--- src/rtl/syncgen_if.sv ---
// VGA timing bundle: counters, sync pulses, display enable and start strobes.
// master drives the bundle; slave is the consuming pixel stage.
interface syncgen_if;
   logic [9:0] HCNT;
   logic [9:0] VCNT;
   logic       HSYNC;
   logic       VSYNC;
   logic       DISP;
   logic       LSTART;
   logic       FSTART;

   modport master (output HCNT, VCNT, HSYNC, VSYNC, DISP, LSTART, FSTART);
   modport slave  (input  HCNT, VCNT, HSYNC, VSYNC, DISP, LSTART, FSTART);
endinterface

--- src/rtl/syncgen.sv ---
// VGA timing generator (640x480@60 at defaults) on the pixel clock.
// Every output is a register and is consistent with the counters in the same cycle.
module syncgen #(
   parameter int unsigned HPERIOD = 800,
   parameter int unsigned HFRONT  = 16,
   parameter int unsigned HWIDTH  = 96,
   parameter int unsigned HBACK   = 48,
   parameter int unsigned VPERIOD = 525,
   parameter int unsigned VFRONT  = 10,
   parameter int unsigned VWIDTH  = 2,
   parameter int unsigned VBACK   = 33,
   parameter int unsigned SYNCPOL = 0
) (
   input  logic      PCK,
   input  logic      RST,
   syncgen_if.master vga
);
   localparam logic [9:0] HLAST = 10'(HPERIOD - 1);
   localparam logic [9:0] HDISP = 10'(HPERIOD - HFRONT - HWIDTH - HBACK);
   localparam logic [9:0] HSBEG = 10'(HPERIOD - HWIDTH - HBACK);
   localparam logic [9:0] HSEND = 10'(HPERIOD - HBACK);
   localparam logic [9:0] VLAST = 10'(VPERIOD - 1);
   localparam logic [9:0] VDISP = 10'(VPERIOD - VFRONT - VWIDTH - VBACK);
   localparam logic [9:0] VSBEG = 10'(VPERIOD - VWIDTH - VBACK);
   localparam logic [9:0] VSEND = 10'(VPERIOD - VBACK);
   localparam logic       SYNC_IDLE = (SYNCPOL == 0);

   logic [9:0] r_hcnt;
   logic [9:0] r_vcnt;
   logic       r_hsync;
   logic       r_vsync;
   logic       r_disp;
   logic       r_lstart;
   logic       r_fstart;

   logic       w_hwrap;
   logic [9:0] w_hnext;
   logic [9:0] w_vnext;

   always_comb begin
      w_hwrap = (r_hcnt == HLAST);
      w_hnext = w_hwrap ? '0 : r_hcnt + 10'd1;
      w_vnext = r_vcnt;
      if (w_hwrap) begin
         w_vnext = (r_vcnt == VLAST) ? '0 : r_vcnt + 10'd1;
      end
   end

   // Flags decode the next counter values so they land on the same edge as the counters.
   always_ff @(posedge PCK) begin
      if (RST) begin
         r_hcnt   <= HLAST;
         r_vcnt   <= VLAST;
         r_hsync  <= SYNC_IDLE;
         r_vsync  <= SYNC_IDLE;
         r_disp   <= 1'b0;
         r_lstart <= 1'b0;
         r_fstart <= 1'b0;
      end else begin
         r_hcnt   <= w_hnext;
         r_vcnt   <= w_vnext;
         r_hsync  <= ((w_hnext >= HSBEG) && (w_hnext < HSEND)) ? ~SYNC_IDLE : SYNC_IDLE;
         r_vsync  <= ((w_vnext >= VSBEG) && (w_vnext < VSEND)) ? ~SYNC_IDLE : SYNC_IDLE;
         r_disp   <= (w_hnext < HDISP) && (w_vnext < VDISP);
         r_lstart <= (w_hnext == '0);
         r_fstart <= (w_hnext == '0) && (w_vnext == '0);
      end
   end

   assign vga.HCNT   = r_hcnt;
   assign vga.VCNT   = r_vcnt;
   assign vga.HSYNC  = r_hsync;
   assign vga.VSYNC  = r_vsync;
   assign vga.DISP   = r_disp;
   assign vga.LSTART = r_lstart;
   assign vga.FSTART = r_fstart;
endmodule
--- src/flat_wrapper.sv ---
// flat-port wrapper written by rule: the top's interface ports become plain ports
module syncgen_flat 
#(
   parameter int unsigned HPERIOD = 800,
   parameter int unsigned HFRONT  = 16,
   parameter int unsigned HWIDTH  = 96,
   parameter int unsigned HBACK   = 48,
   parameter int unsigned VPERIOD = 525,
   parameter int unsigned VFRONT  = 10,
   parameter int unsigned VWIDTH  = 2,
   parameter int unsigned VBACK   = 33,
   parameter int unsigned SYNCPOL = 0
)
  (PCK, RST, vga_HCNT, vga_VCNT, vga_HSYNC, vga_VSYNC, vga_DISP, vga_LSTART, vga_FSTART);
  syncgen_if vga_i ();
  input  logic PCK;
  input  logic RST;
  output wire logic [$bits(vga_i.HCNT)-1:0] vga_HCNT;
  output wire logic [$bits(vga_i.VCNT)-1:0] vga_VCNT;
  output wire logic [$bits(vga_i.HSYNC)-1:0] vga_HSYNC;
  output wire logic [$bits(vga_i.VSYNC)-1:0] vga_VSYNC;
  output wire logic [$bits(vga_i.DISP)-1:0] vga_DISP;
  output wire logic [$bits(vga_i.LSTART)-1:0] vga_LSTART;
  output wire logic [$bits(vga_i.FSTART)-1:0] vga_FSTART;
  assign vga_HCNT = vga_i.HCNT;
  assign vga_VCNT = vga_i.VCNT;
  assign vga_HSYNC = vga_i.HSYNC;
  assign vga_VSYNC = vga_i.VSYNC;
  assign vga_DISP = vga_i.DISP;
  assign vga_LSTART = vga_i.LSTART;
  assign vga_FSTART = vga_i.FSTART;
  syncgen #(.HPERIOD(HPERIOD), .HFRONT(HFRONT), .HWIDTH(HWIDTH), .HBACK(HBACK), .VPERIOD(VPERIOD), .VFRONT(VFRONT), .VWIDTH(VWIDTH), .VBACK(VBACK), .SYNCPOL(SYNCPOL)) u_core (.PCK(PCK), .RST(RST), .vga(vga_i));
endmodule
--- config.mk ---
export PLATFORM = sky130hd
export DESIGN_NAME = syncgen_flat
export DESIGN_NICKNAME = d
export VERILOG_FILES = /design/src/rtl/syncgen_if.sv /design/src/rtl/syncgen.sv /design/src/flat_wrapper.sv
export SDC_FILE = /design/constraint.sdc
export NUM_CORES = 1
export LEC_CHECK = 0
export CELL_PAD_IN_SITES_DETAIL_PLACEMENT = 1
export CELL_PAD_IN_SITES_GLOBAL_PLACEMENT = 1
export CORE_MARGIN = 8
export CORE_UTILIZATION = 40
export CTS_BUF_LIST = sky130_fd_sc_hd__clkbuf_8
export DETAILED_ROUTE_END_ITERATION = 8
export GPL_ROUTABILITY_DRIVEN = 0
export PLACE_DENSITY = 0.84
export SYNTH_ARGS = -nofsm -noshare
export SYNTH_HDL_FRONTEND = slang
export SYNTH_SLANG_ARGS = --single-unit
export TNS_END_PERCENT = 5
--- constraint.sdc ---
create_clock -name PCK -period 3.1 [get_ports PCK]
set_input_delay 0.62 -clock PCK [delete_from_list [all_inputs] [get_ports PCK]]
set_output_delay 0.62 -clock PCK [all_outputs]
set_load 0.02 [all_outputs]
==> results.json <==
{
  "crit_type": "flip-flop to flip-flop",
  "avgSynthCellArea_um2": 8.60,
  "nNetsFinal": 213,
  "hpwl_um": 3300,
  "cap_violations": 0,
  "slew_headroom_pct": 64.4,
  "cp_max_fo": 8,
  "hold_viol": 0,
  "clock_latency_ns": 0.27,
  "path_clk_slew_ns": 0.09,
  "regArea_um2": 500,
  "ys_warn_count": 0,
  "fin_crit_sh_pct": 76.7,
  "grt_remaining_overflow": 0,
  "status": "completed",
  "max_stage_delay_ns": 0.58,
  "port_buffers": 26,
  "synth_top_area_share_pct": 30.3,
  "synth_area_um2": 1650,
  "path_cells": "ha_1 > and4_1 > nand4_4 > or4_4 > a221oi_2 > nand4bb_1",
  "busiest_layer": "met2",
  "synth_nets": 197,
  "cp.arrival_ns": 2.53,
  "coreArea_um2": 4000,
  "rsz0062_at_grt": "false",
  "drive_gt1_share_pct": 12.1,
  "p_total_w": 0.00171,
  "vdd_drop_max_v": 0.000445,
  "crit_slowest_cell": "or4_4",
  "ys_top_cells_by_area": "dfxtp_1 (30%), xnor2_1 (4.2%), nand3_1 (3.3%)",
  "synth_cell_types": 59,
  "grt_max_degree": 23,
  "via_per_inst": 5.86,
  "ios": 27,
  "grt_util_met1_pct": 17.8,
  "synth_cells": 192,
  "die_w_um": 80.3,
  "cts.sinks": 25,
  "hp-class": "flip-flop to flip-flop",
  "cts_root_buf": "clkbuf_8",
  "syn_to_final_growth_pct": 16.1,
  "synth_common_cells": "dfxtp_1 (25), nand2_1 (13), nand3_1 (11)",
  "cts_resized": 0,
  "cts_max_level": 1,
  "grt_usage_pct": 14.2,
  "synth_ff_type": "dfxtp_1",
  "multiInputGateArea_um2": 1020,
  "cp-end-kind": "flip-flop",
  "vias": 1505,
  "start_util_pct": 41.3,
  "tightest_slew_ns": 0.533,
  "cts_buffers": 3,
  "cts.path.max_buffers": 2,
  "wl_per_cell_um": 17.1,
  "synth_largest_area_cell": "dfxtp_1",
  "synth-edff-count": 0,
  "clock_skew_ns": 0.00452,
  "antennaDiodeCount": 0,
  "dr.first_iter.drc_count": 89,
  "grt_pass1_vias": 1534,
  "setup_tns_ns": 0,
  "drcViolationCount": 0,
  "rows": 23,
  "grt_use_met3_pct": 2.12,
  "max_freq_ghz": 0.421,
  "ys_seq_elements": 25,
  "fin_crit_ns": 2.38,
  "dieArea_um2": 6440,
  "ys_seq_area_share_pct": 30.3,
  "die_y_um": 80.3,
  "worstSetupStartpointType": "flip-flop",
  "ys_async_sr_fraction_pct": 0,
  "p_leak_nw": 0.634,
  "ctsHoldBuffers": 0,
  "drt_pass1_iterations": 4,
  "grt_pass1_wl_um": 7410,
  "cts_setup_buffers": 0,
  "crit_required_ns": 3.25,
  "cts_tree": "yes",
  "finalSetupViolCount": 0,
  "drv_slew": 0,
  "grtUsageMet2_pct": 24.6,
  "synthMostInstantiatedCell": "dfxtp_1",
  "nFillCells": 501,
  "antenna_found_initial": 0,
  "wl_um": 4400,
  "detail-route-antenna-nets": 0,
  "power_density_nw_per_um2": 891
}
## sequential cells by signal (all words and copies together) (netlist names)
signal,cells
u_core.vga.VSYNC,1
u_core.vga.HSYNC,1
u_core.vga.VCNT,10
u_core.vga.HCNT,10
u_core.vga.FSTART,1
u_core.vga.LSTART,1
u_core.vga.DISP,1
## worst paths after layout
kind                 startpoint                  to  slack (ns)  depth (start not counted)
max          u_core.vga.HCNT[0]    u_core.vga.VSYNC        0.72                          6
min          u_core.vga.HCNT[0]  u_core.vga.HCNT[0]        0.53                          1
max reg2reg  u_core.vga.HCNT[0]    u_core.vga.VSYNC        0.72                          6
min reg2reg  u_core.vga.HCNT[0]  u_core.vga.HCNT[0]        0.53                          1
## report_power, final
part / switching [W] / leakage (nW) / internal (W)
registers: 0.000171 / 0.204 / 0.000391
logic: 0.000524 / 0.403 / 0.000429
clock network: 0.000106 / 0.0269 / 0.0000887
total: 0.000801 / 0.634 / 0.000909
## critical path: cells and delay by family, from the launching register on
kind	cells	cell delay, ns
flip-flops	1	0.42
adder cells (fa/ha/maj)	1	0.26
AO/OA/AOI/OAI	1	0.29
AND/OR/NAND/NOR	4	1.29
## kinds of logic (layout without fill, tap and decap cells)
group                    Yosys count  in the layout  share of synthesized area (%)
AND/OR/NAND/NOR                   86             86                           33.9
AO/OA/AOI/OAI                     45             45                           19.5
flip-flops                        25             25                           30.3
buffers and inverters             22             37                           8.18
XOR/XNOR                          11             11                           5.83
adder cells (fa/ha/maj)            3              3                           2.27
## cell type report
type | count | area share (%)
multi-input cells | 145 | 53.0
flip-flops and latches | 25 | 26.1
repair buffers | 28 | 14.4
well taps | 50 | 3.26
clock buffers | 3 | 2.15
inverters | 5 | 0.978
clock inverters | 1 | 0.196
## stage by stage
step / cell area [µm²] / utilization [%] / hold slack [ns] / cells / worst slack, ns
6_report: 1920 / 48.0 / 0.530 / 257 / 0.723
5_1_grt: 1920 / 48.0 / 0.581 / 257 / 0.597
4_1_cts: 1920 / 48.0 / 0.532 / 257 / 0.742
3_5_place_dp: 1870 / 46.8 / 0.508 / 253 / 0.761
3_3_place_gp: 1870 / 46.8 / 0.493 / 253 / 0.803
2_1_floorplan: 1650 / - / 0.564 / 192 / 0.881
## per-layer routing
metal / up-vias / part of all wire, %
met1: 736 / 47
met3: 4 / 2.5
met4: 0 / 0.84
met2: 22 / 50
met5: - / 0
li1: 743 / -
## placed cells by master, fill, tap and decap left out, types with 3 or more instances in the layout
cell type | netlist | routed
clkdlybuf4s50_1 | 0 | 26
dfxtp_1 | 25 | 25
nand2_1 | 13 | 13
nand3_1 | 11 | 11
nor2_1 | 10 | 10
xnor2_1 | 8 | 8
a21oi_1 | 8 | 8
nor3_1 | 7 | 7
o21ai_0 | 7 | 7
inv_1 | 5 | 6
and4_1 | 5 | 5
nor4_1 | 5 | 5
nand4_1 | 4 | 4
xor2_1 | 3 | 3
or2_2 | 3 | 3
o21bai_1 | 3 | 3
o21a_1 | 3 | 3
o22ai_1 | 3 | 3
a31oi_1 | 3 | 3
nand2b_1 | 3 | 3
ha_1 | 3 | 3
clkbuf_8 | 0 | 3
Power figures use the tool's default switching activity.
